===== config.mk =====
export PLATFORM = sky130hd
export DESIGN_NAME = regfile_reader
export DESIGN_NICKNAME = d
export VERILOG_FILES = /design/src/rtl/regfile_pkg.sv /design/src/rtl/piso_shift.sv /design/src/rtl/regfile_reader.sv
export SDC_FILE = /design/constraint.sdc
export NUM_CORES = 1
export LEC_CHECK = 0
export CORE_AREA = 2 2 49 51
export DETAILED_ROUTE_END_ITERATION = 16
export DIE_AREA = 0 0 51 53
export PLACE_DENSITY = 0.6
export SYNTH_ARGS = -nofsm -noshare
export SYNTH_HDL_FRONTEND = slang
export SYNTH_SLANG_ARGS = --single-unit

===== constraint.sdc =====
create_clock -name clk -period 1.2 [get_ports clk]
set_input_delay 0.36 -clock clk [delete_from_list [all_inputs] [get_ports clk]]
set_output_delay 0.36 -clock clk [all_outputs]
set_load 0.02 [all_outputs]

===== src/rtl/regfile_pkg.sv =====
// Shared parameter defaults and FSM state encoding for the register-file dump reader.
// Latency: none (declarations only).
// Backpressure: not applicable.
package regfile_pkg;

    localparam int DATA_W_DEF = 4;
    localparam int ADDR_W_DEF = 2;
    localparam int DEPTH_DEF  = 4;

    typedef enum logic [1:0] {
        ST_IDLE,
        ST_FETCH,
        ST_SHIFT,
        ST_DONE
    } state_t;

endpackage


===== src/rtl/piso_shift.sv =====
// Parallel-in serial-out shift register, MSB presented first.
// Latency: load and shift take effect on the next rising clk.
// Backpressure: holds its contents whenever neither load nor shift is asserted.
module piso_shift #(
    parameter int W = 4
) (
    input  logic         clk,
    input  logic         rst_n,
    input  logic         load,
    input  logic         shift,
    input  logic [W-1:0] din,
    output logic         msb
);

    logic [W-1:0] sreg;

    // Load has priority; a shift moves the next bit into the MSB position.
    always_ff @(posedge clk or negedge rst_n) begin
        if (!rst_n) begin
            sreg <= '0;
        end else if (load) begin
            sreg <= din;
        end else if (shift) begin
            sreg <= sreg << 1;
        end
    end

    assign msb = sreg[W-1];

endmodule


===== src/rtl/regfile_reader.sv =====
// Walks DEPTH register-file entries and streams each word out serially, MSB first.
// Latency: first bit valid one cycle after start; each word costs DATA_W+1 cycles at full rate.
// Backpressure: sout/sout_valid hold while sout_ready is low; nothing is dropped or repeated.
module regfile_reader
    import regfile_pkg::*;
#(
    parameter int DATA_W = DATA_W_DEF,
    parameter int ADDR_W = ADDR_W_DEF,
    parameter int DEPTH  = DEPTH_DEF
) (
    input  logic              clk,
    input  logic              rst_n,
    input  logic              start,
    output logic [ADDR_W-1:0] raddr,
    input  logic [DATA_W-1:0] rdata,
    output logic              sout,
    output logic              sout_valid,
    input  logic              sout_ready,
    output logic              busy,
    output logic              done
);

    // Counters sized to exactly cover their range so they cannot run past the end.
    localparam int AW = (DEPTH  > 1) ? $clog2(DEPTH)  : 1;
    localparam int BW = (DATA_W > 1) ? $clog2(DATA_W) : 1;
    localparam logic [AW-1:0] LAST_ADDR = AW'(DEPTH - 1);
    localparam logic [BW-1:0] LAST_BIT  = BW'(DATA_W - 1);

    state_t        state, state_nxt;
    logic [AW-1:0] addr, addr_nxt;
    logic [BW-1:0] bitcnt, bitcnt_nxt;
    logic          load;
    logic          xfer;
    logic          shift_msb;

    // State and counter registers.
    always_ff @(posedge clk or negedge rst_n) begin
        if (!rst_n) begin
            state  <= ST_IDLE;
            addr   <= '0;
            bitcnt <= '0;
        end else begin
            state  <= state_nxt;
            addr   <= addr_nxt;
            bitcnt <= bitcnt_nxt;
        end
    end

    // Next-state, counter updates and per-state outputs.
    always_comb begin
        state_nxt  = state;
        addr_nxt   = addr;
        bitcnt_nxt = bitcnt;
        load       = 1'b0;
        sout_valid = 1'b0;
        done       = 1'b0;
        case (state)
            ST_IDLE: begin
                if (start) begin
                    state_nxt  = ST_FETCH;
                    addr_nxt   = '0;
                    bitcnt_nxt = '0;
                end
            end
            ST_FETCH: begin
                load      = 1'b1;
                state_nxt = ST_SHIFT;
            end
            ST_SHIFT: begin
                sout_valid = 1'b1;
                if (sout_ready) begin
                    if (bitcnt == LAST_BIT) begin
                        bitcnt_nxt = '0;
                        if (addr < LAST_ADDR) begin
                            addr_nxt  = addr + 1'b1;
                            state_nxt = ST_FETCH;
                        end else begin
                            // Address stays on the last entry until the next start.
                            state_nxt = ST_DONE;
                        end
                    end else begin
                        bitcnt_nxt = bitcnt + 1'b1;
                    end
                end
            end
            ST_DONE: begin
                done      = 1'b1;
                state_nxt = ST_IDLE;
            end
            default: begin
                state_nxt = ST_IDLE;
            end
        endcase
    end

    assign xfer  = sout_valid & sout_ready;
    assign busy  = (state != ST_IDLE);
    assign raddr = ADDR_W'(addr);
    assign sout  = sout_valid & shift_msb;

    piso_shift #(
        .W (DATA_W)
    ) u_piso (
        .clk   (clk),
        .rst_n (rst_n),
        .load  (load),
        .shift (xfer),
        .din   (rdata),
        .msb   (shift_msb)
    );

endmodule


==> flow_summary.ini <==
[critical_path]
worst-path-buf-inv = 1
path_class = flip-flop to output pin
rr_worst_depth = 4
cp-start-kind = flip-flop
ff2ff_setup_slack_ns = -0.12
worstReg2RegEnd = raddr[1]
cp.arrival_ns = 1.07
worst-path-max-fanout = 4
rr_startpoint = raddr[0]
critical_path_required_ns = 0.84
max_stage_delay_ns = 0.44
cp_top_family = flip-flops
critPathSlowestCell = dfrtp_2
cp-end-kind = output pin
crit_path_cell_trace = nor2b_4, and2_4, buf_6

[route]
drt_iter0_markers = 9
drc = 0
wl_mm = 1.39
post_drt_wl_per_cell_um = 11.6
drtPass1Iterations = 4
avgViaCountPerCell = 4.55
vias = 546
postRouteAntennaNets = 0

[synthesis]
ys_warn_count = 0
synth_top_cell_area_share_pct = 41.8
syn_avg_cell_area_um2 = 9.51
ys_ff_latch = 10
synth-seq-area-share_pct = 41.8
synthesis.nets = 73
syn_area_um2 = 599
ys_types = 27
synthCells = 63
yosys-top-cells-area = dfrtp_1, o21ai_0, mux2_2
synth.largest_area_cell = dfrtp_1

[timing]
post-route-period-util_pct = 120
setup_slack_ns = -0.235
finClkSkew_ns = 0.00558
min_period_ns = 1.43
relSlewSlack_pct = 79.7
hold_viol = 0
setup_tns_ns = -1.16
worst_pin_slew_ns = 0.304
final-setup-viol-count = 8
timing.fmax_mhz = 697
rsz0062_at_grt = true
slew_violations = 0

[power_and_ir_drop]
ir_worst_vdd_uv = 918
p_sw_w = 0.000821
p_leak_nw = 0.482
combPwrFrac_pct = 57.3
p_per_area_nw_per_um2 = 2190
p_clk_share_pct = 14.1
switching_share_pct = 37.5
power.internal_w = 0.00137
pwr-share-seq_pct = 28.6

[place]
io_buffers = 13
post_dp_cell_area_um2 = 873
dp_hpwl_um = 996
place.gp.congestion = 0.735

[cells_and_area]
nNetsFinal = 103
layout_common_cells = buf_4, nand2_1, dfrtp_1
fill_cells = 199
antenna_cells = 0
design_area_um2 = 997
mostFrequentLayoutCell = buf_4
drive_gt1_share_pct = 47.8
final_core_util_pct = 46.4
area_delta_synth_final_pct = 66.4

[outcome]
status = complete, but fails checks
violations = setup timing

[cts]
clk_pin_slew_ns = 0.07
holdBufCountCts = 0
insertion_delay_ns = 0.27
clock-root-buffer = clkbuf_4
cts_max_level = 1
cts_inserted_buffers = 3
numClockSinks = 10
tritoncts = yes
clock_path_buffers = 2

[global_routing]
grt_pass1_vias = 557
grt_usage_pct = 11.6
grt_pass1_wl_mm = 2.31
grt-ovfl-total = 0
antenna_found_initial = 0
grt_max_degree = 13

[die]
start_util_pct = 27.9
die_w_um = 51
die-height_um = 53
fp-row-count = 17
core_um2 = 2150
top_level_ports = 14
dieArea_um2 = 2700

[flow_run]
maxCapViolations = 0

[hold_path]
hold_path.class = primary input to async pin
==> cells in the mapped netlist, drive strengths merged <==
library cell,instances
nor4b,1
a221o,1
dfrtp,10
nor2b,1
o211a,1
mux2,3
o21bai,1
nand2,8
a21oi,2
and2,2
nand3b,1
a22o,1
nor2,2
o211ai,1
inv,4
buf,4
mux2i,3
a221oi,1
nand3,2
or2,1
o21ai,7
nand4b,1
nand2b,1
ha,2
and2b,1
or3,1
==> cell families after synthesis <==
family,after synthesis,share of synthesized area (%)
AND/OR/NAND/NOR,22,20.9
AO/OA/AOI/OAI,15,16.3
flip-flops,10,41.8
buffers and inverters,8,6.26
multiplexers,6,10.6
adder cells (fa/ha/maj),2,4.17
==> registers in the layout, summed over array words and instances, names as in the netlist <==
register and flops:
bitcnt 2, u_piso.sreg 4, state 2, raddr 2
==> worst reg2reg max path, stage by stage (launching register included) <==
cell      delay, ns
dfrtp_2        0.45
ha_4           0.18
nand4b_4       0.18
o211a_1        0.14
a221o_1        0.26
==> routing by layer <==
layer	track usage (%)	share of wire (%)	routed length [um]
met1	14.5	47	653
met5	0	0	0
met4	6.76	2.7	37
met3	1.69	3.3	46
met2	19.0	47	657
==> worst max-delay path by stage <==
stage	start	slack [ns]	cells after the start	endpoint
2_1_floorplan	raddr[1]	-0.1	4	raddr[1]
3_3_place_gp	state[0]	-0.42	3	sout
3_5_place_dp	state[1]	-0.46	3	sout
4_1_cts	state[0]	-0.27	2	busy
5_1_grt	state[1]	-0.30	3	sout
6_report	state[0]	-0.23	3	sout
==> area by class of cell <==
cell class / count / area [um2] / share of cell area [%]
repair buffers: 29 / 256 / 25.7
flip-flops and latches: 10 / 254 / 25.5
inverters: 4 / 15.0 / 1.51
clock buffers: 4 / 36.3 / 3.64
well taps: 28 / 35.0 / 3.51
multi-input cells: 45 / 400 / 40.2
==> repair_timing <==
action                                  in CTS  in global routing
endpoints found under the setup margin      15                 14
gates resized for setup                     42                  8
buffers inserted                             3                  1
pin swaps                                    3                  1
cloned                                       0                  0
==> power groups by stage <==
| stage | logic [W] | clock network, W | registers (W) |
|---|---|---|---|
| 3_3_place_gp | 0.00103 | 0 | 0.000598 |
| 4_1_cts | 0.00114 | 0.000321 | 0.000613 |
| 2_1_floorplan | 0.000697 | 0 | 0.000600 |
| 6_report | 0.00125 | 0.000309 | 0.000625 |
| 3_5_place_dp | 0.00104 | 0 | 0.000609 |
| 5_1_grt | 0.00137 | 0.000327 | 0.000649 |
==> through the flow <==
stage | hold slack, ns | setup WS (ns) | power, W | instances
after floorplan | 0.0644 | -0.0950 | 0.00130 | 63
after global placement | 0.542 | -0.417 | 0.00163 | 114
after detailed placement | 0.543 | -0.462 | 0.00165 | 114
after CTS | 0.381 | -0.267 | 0.00207 | 119
after global routing | 0.406 | -0.303 | 0.00235 | 120
final | 0.383 | -0.235 | 0.00219 | 120
Note: power is estimated with default switching activity, not from simulation.
